## src/rtl/mat_pkg.sv

```systemverilog
// Shared definitions for the matrix operand feeder and the mat_mul bench:
// feeder state encoding and the mat_mul pipeline latency.
package mat_pkg;

   typedef enum logic [1:0] {
      LOAD_A = 2'd0,
      LOAD_B = 2'd1,
      ISSUE  = 2'd2,
      DRAIN  = 2'd3
   } feeder_state_t;

   // Cycles from mat_mul valid_in to a final result: adder-tree depth plus output register.
   function automatic int mm_latency(input int n);
      return $clog2(n) + 1;
   endfunction

endpackage

```

## src/rtl/mat_feeder.sv

```systemverilog
// Assembles streamed A/B elements into N x N operand pairs for mat_mul and signals job completion.
// Build option MAT_FEEDER_PAD_EN: an early s_last zero-pads and issues the pair instead of flagging err_last.
module mat_feeder
   import mat_pkg::*;
#(
   parameter int W_IN = 8,
   parameter int N    = 2
) (
   input  logic                                 clk,
   input  logic                                 reset,
   input  logic                                 s_valid,
   output logic                                 s_ready,
   input  logic signed [W_IN-1:0]               s_data,
   input  logic                                 s_last,
   output logic                                 mat_valid,
   output logic        [N-1:0][N-1:0][W_IN-1:0] matrix_1,
   output logic        [N-1:0][N-1:0][W_IN-1:0] matrix_2,
   output logic                                 job_done,
   output logic                                 err_last,
   output feeder_state_t                        dbg_state
);

   localparam int NN     = N * N;
   localparam int KW     = $clog2(NN + 1);
   localparam int MM_LAT = mm_latency(N);
   localparam int DW     = $clog2(MM_LAT + 1);

   // Handshake: a beat transfers on a rising edge where s_valid && s_ready;
   // s_valid may rise or fall at will, s_ready is high only in the LOAD states.
   feeder_state_t state, state_nxt;
   logic [KW-1:0] k;
   logic [DW-1:0] dcnt;
   logic          last_pend;
   logic          err_q;
   logic [N-1:0][N-1:0][W_IN-1:0] m1, m2;

   logic load, accept, k_end, final_beat, early_last, drain_end;

   assign load       = (state == LOAD_A) || (state == LOAD_B);
   assign s_ready    = load && !reset;
   assign accept     = s_valid && s_ready;
   assign k_end      = (k == KW'(NN - 1));
   assign final_beat = accept && (state == LOAD_B) && k_end;
   assign early_last = accept && s_last && !final_beat;
   assign drain_end  = (state == DRAIN) && (dcnt == DW'(MM_LAT - 1));

   assign mat_valid = (state == ISSUE) && !reset;
   assign job_done  = drain_end && !reset;
   assign matrix_1  = m1;
   assign matrix_2  = m2;
   assign err_last  = err_q;
   assign dbg_state = state;

   always_ff @(posedge clk) begin
      if (reset) state <= LOAD_A;
      else       state <= state_nxt;
   end

   always_comb begin
      state_nxt = state;
      case (state)
         LOAD_A, LOAD_B: begin
            if (accept) begin
               if (early_last) begin
`ifdef MAT_FEEDER_PAD_EN
                  state_nxt = ISSUE;
`else
                  state_nxt = LOAD_A;
`endif
               end else if (k_end) begin
                  state_nxt = (state == LOAD_A) ? LOAD_B : ISSUE;
               end
            end
         end
         ISSUE:   state_nxt = last_pend ? DRAIN : LOAD_A;
         DRAIN:   if (drain_end) state_nxt = LOAD_A;
         default: state_nxt = LOAD_A;
      endcase
   end

   always_ff @(posedge clk) begin
      if (reset) begin
         k         <= '0;
         dcnt      <= '0;
         last_pend <= 1'b0;
         err_q     <= 1'b0;
         m1        <= '0;
         m2        <= '0;
      end else begin
         case (state)
            LOAD_A, LOAD_B: begin
               if (accept) begin
                  for (int r = 0; r < N; r++) begin
                     for (int c = 0; c < N; c++) begin
                        if (k == KW'(r * N + c)) begin
                           if (state == LOAD_A) m1[r][c] <= s_data;
                           else                 m2[r][c] <= s_data;
                        end
                     end
                  end
                  if (early_last) begin
                     k <= '0;
`ifdef MAT_FEEDER_PAD_EN
                     last_pend <= 1'b1;
`else
                     // Partial pair is dropped; the clear overrides the element write above.
                     err_q <= 1'b1;
                     m1    <= '0;
                     m2    <= '0;
`endif
                  end else if (k_end) begin
                     k <= '0;
                     if (state == LOAD_B) last_pend <= s_last;
                  end else begin
                     k <= k + KW'(1);
                  end
               end
            end
            ISSUE: begin
               m1        <= '0;
               m2        <= '0;
               last_pend <= 1'b0;
               dcnt      <= '0;
            end
            DRAIN:   dcnt <= dcnt + DW'(1);
            default: ;
         endcase
      end
   end

endmodule

```

## config.mk

```make
export PLATFORM = sky130hd
export DESIGN_NAME = mat_feeder
export DESIGN_NICKNAME = d
export VERILOG_FILES = /design/src/rtl/mat_pkg.sv /design/src/rtl/mat_feeder.sv
export SDC_FILE = /design/constraint.sdc
export NUM_CORES = 1
export LEC_CHECK = 0
export CAP_MARGIN = 20
export CORE_MARGIN = 5
export CORE_UTILIZATION = 44
export DETAILED_ROUTE_END_ITERATION = 10
export PLACE_DENSITY_LB_ADDON = 0.2
export SYNTH_ARGS = -nofsm -noshare
export SYNTH_HDL_FRONTEND = slang
export SYNTH_SLANG_ARGS = --single-unit
```

## constraint.sdc

```tcl
create_clock -name clk -period 1.78 [get_ports clk]
set_clock_uncertainty 0.05 [all_clocks]
set_input_delay 0.356 -clock clk [delete_from_list [all_inputs] [get_ports clk]]
set_output_delay 0.356 -clock clk [all_outputs]
set_load 0.05 [all_outputs]
```

==> impl_metrics.env <==
export IMPL_ir_drop_mv=0.613
export IMPL_violations="setup timing"
export IMPL_final_cells=529
export IMPL_max_clock_freq_mhz=554
export IMPL_netlist_area_um2=3140
export IMPL_power_switching_mw=3.02
export IMPL_synthCells=301
export IMPL_async_flop_share_pct=0
export IMPL_hold_violations=0
export IMPL_cts_buffers=9
export IMPL_clkSinkCount=73
export IMPL_antenna_left=0
export IMPL_pre_cts_ws_ns=-0.338
export IMPL_overflow=0
export IMPL_power_density_nw_per_um2=1490
export IMPL_wirelength_mm=8.28
export IMPL_synth_common_cells="nand2_1, dfxtp_1, mux2i_1"
export IMPL_path_class="register to output pin"
export IMPL_rsz0062_at_grt="true"
export IMPL_clockPowerShare_pct=16.3
export IMPL_p_leak_nw=2.03
export IMPL_synth_largest_area_cell="dfxtp_1"
export IMPL_initial_core_util_pct=45.7
export IMPL_combPwrFrac_pct=54.8
export IMPL_crit_chain="inv_6, ha_4, nor2_4, buf_6, nor2_4, buf_12"
export IMPL_first_global_vias=2639
export IMPL_seqPwrFrac_pct=28.9
export IMPL_drive_gt1_share_pct=40.0
export IMPL_worst_path_buf_inv=3
export IMPL_critPathMaxFanout=6
export IMPL_grt_use_total_pct=19.0
export IMPL_gp_congestion=0.881
export IMPL_htreeDepth=3
export IMPL_syn2layout_area_growth_pct=53.9
export IMPL_grt_pass1_wl_mm=13.2
export IMPL_dp_cells=501
export IMPL_drt_initial_drc_count=120
export IMPL_drv_cap=0
export IMPL_cp_slowest_cell="dfxtp_4"
export IMPL_yosysWarnings=0
export IMPL_clk_latency_ns=0.33
export IMPL_cts_root_buf="clkbuf_8"
export IMPL_port_buffer_count=81
export IMPL_syn_avg_cell_area_um2=10.4
export IMPL_cp_top_family="flip-flops"
export IMPL_ctsHoldBuffers=0
export IMPL_dieWidth_um=94.5
export IMPL_hold_path_class="register to register"
export IMPL_synth_flop_cell="dfxtp_1"
export IMPL_clockBufferDepth=2
export IMPL_fill_cells=507
export IMPL_outcome="finished with violations"
export IMPL_die_area_um2=8930
export IMPL_drtPass1Iterations=4
export IMPL_routed_via_density=4.92
export IMPL_timing_final_crit_share_pct=101
export IMPL_yosys_register_bits=73
export IMPL_setup_viol=2
export IMPL_rows=30
export IMPL_grt_start_max_net_pins=41
export IMPL_synth_top_cells_by_area="dfxtp_1, mux2i_1, nand2_1, ha_1, o311ai_4"
export IMPL_yosysMostFrequentCell="nand2_1"
export IMPL_clkTransAtPathRegs_ns=0.07
export IMPL_p_int_mw=4.17
export IMPL_synth_edf_count=0
export IMPL_syn_nets=322
export IMPL_drc_errors=0
export IMPL_final_nets=450
export IMPL_fp_coreArea_um2=6870
export IMPL_diodes=0
export IMPL_worst_path_most_repeated_cell="nor2_4"
export IMPL_cts_tree="built"
export IMPL_antenna_found_initial=0
export IMPL_switching_share_pct=42.0
export IMPL_min_period_ns=1.80
export IMPL_slowest_delay_ns=0.36
export IMPL_die_h_um=94.5
export IMPL_top_level_ports=82
export IMPL_yosys_area_top_type_share_pct=46.5
export IMPL_cp_required_ns=1.37
export IMPL_critPathCaptureType="output pin"
export IMPL_avgRoutedWirePerCell_um=15.6
export IMPL_dpl_hpwl_mm=5.83
export IMPL_worst_pin_slew_ns=0.375
export IMPL_synthDistinctLibCells=35
export IMPL_arrival_ns=1.40
export IMPL_slew_viol_final=0
export IMPL_relSlewSlack_pct=74.9
export IMPL_route_vias_total=2602
export IMPL_timing_final_ws_setup_ns=-0.0248
export IMPL_yosysSeqAreaShare_pct=46.5
export IMPL_crit_path_start_kind="register"
[stage by stage]
stage | hold slack, ns | power [mW] | utilization (%) | TNS, ns | area, µm²
2_1_floorplan | 0.389 | 4.30 | - | -7.75 | 3210
3_3_place_gp | 0.393 | 5.58 | 63.2 | -15.21 | 4340
3_5_place_dp | 0.398 | 5.62 | 63.2 | -17.69 | 4340
4_1_cts | 0.409 | 6.97 | 67.4 | -0.0631 | 4630
5_1_grt | 0.427 | 7.54 | 70.4 | -2.50 | 4830
6_report | 0.401 | 7.19 | 70.4 | -0.0272 | 4830
[metal layers]
layer	track usage (%)	share of wire, %	vias up
li1	-	-	1289
met1	24.9	46	1237
met2	30.1	48	67
met3	4.86	5.2	9
met4	6.97	1.4	0
met5	0	0	-
[flip-flops by register name, indices dropped and copies added (netlist names)]
| register | cells |
|---|---|
| dbg_state | 2 |
| matrix_2 | 32 |
| dcnt | 2 |
| err_last | 1 |
| last_pend | 1 |
| k | 3 |
| matrix_1 | 32 |
[cell usage in the layout, fill, tap and decap left out, drive strengths merged, types with 3 or more instances in the layout]
cell / netlist / final
a211oi: 3 / 3
a21oi: 5 / 5
buf: 5 / 117
clkbuf: 6 / 11
clkdlybuf4s50: 0 / 10
clkinv: 1 / 3
dfxtp: 73 / 73
ha: 9 / 9
inv: 8 / 9
mux2i: 66 / 66
nand2: 76 / 76
nand2b: 6 / 6
nand3: 4 / 4
nor2: 10 / 10
nor2b: 3 / 3
nor3: 3 / 3
o21ai: 4 / 4
o311ai: 3 / 3
[final timing paths]
kind | from | endpoint | slack [ns] | cells past startpoint
worst max-delay path | dbg_state[1]$_SDFFE_PP0P_ | s_ready | -0.02 | 6
worst min-delay path | err_last$_SDFFE_PP0P_ | err_last$_SDFFE_PP0P_ | 0.40 | 2
worst max register to register | dbg_state[1]$_SDFFE_PP0P_ | matrix_1[30]$_SDFFE_PP0P_ | 0 | 7
worst min register to register | err_last$_SDFFE_PP0P_ | err_last$_SDFFE_PP0P_ | 0.40 | 2
[cell families (layout without fill, tap and decap cells)]
group	Yosys count	in the layout	synth area share [%]
AND/OR/NAND/NOR	106	106	15.0
adder cells (fa/ha/maj)	9	9	3.59
AO/OA/AOI/OAI	27	27	11.1
multiplexers	66	66	21.0
flip-flops	73	73	46.5
buffers and inverters	20	152	2.75
[power groups by stage]
stage	combinational, mW	clock (mW)	sequential [mW]
floorplan	1.37	0	2.92
global placement	3.48	0	2.10
detailed placement	3.52	0	2.10
CTS	3.70	1.20	2.08
global route	4.13	1.30	2.11
finish	3.94	1.17	2.08
[cell type report]
type | count | area [µm²] | area share [%]
timing repair buffer | 128 | 1200 | 24.8
multi-input combinational | 208 | 1820 | 37.7
clock inverter | 4 | 27.5 | 0.570
sequential | 73 | 1470 | 30.4
tap | 96 | 120 | 2.49
inverter | 9 | 43.8 | 0.906
clock buffer | 11 | 151 | 3.13
[worst min-delay path: cells and delay by family (launching register included)]
family | cells | cell delay, ns
flops | 1 | 0.31
buf+inv | 1 | 0.05
compound gates | 1 | 0.05
[what timing repair did]
action,4_1_cts,5_1_grt
setup buffers,4,9
resized for setup,18,26
pin swaps,5,5
endpoints found under the setup margin,63,63
(Power assumes the default switching activity.)
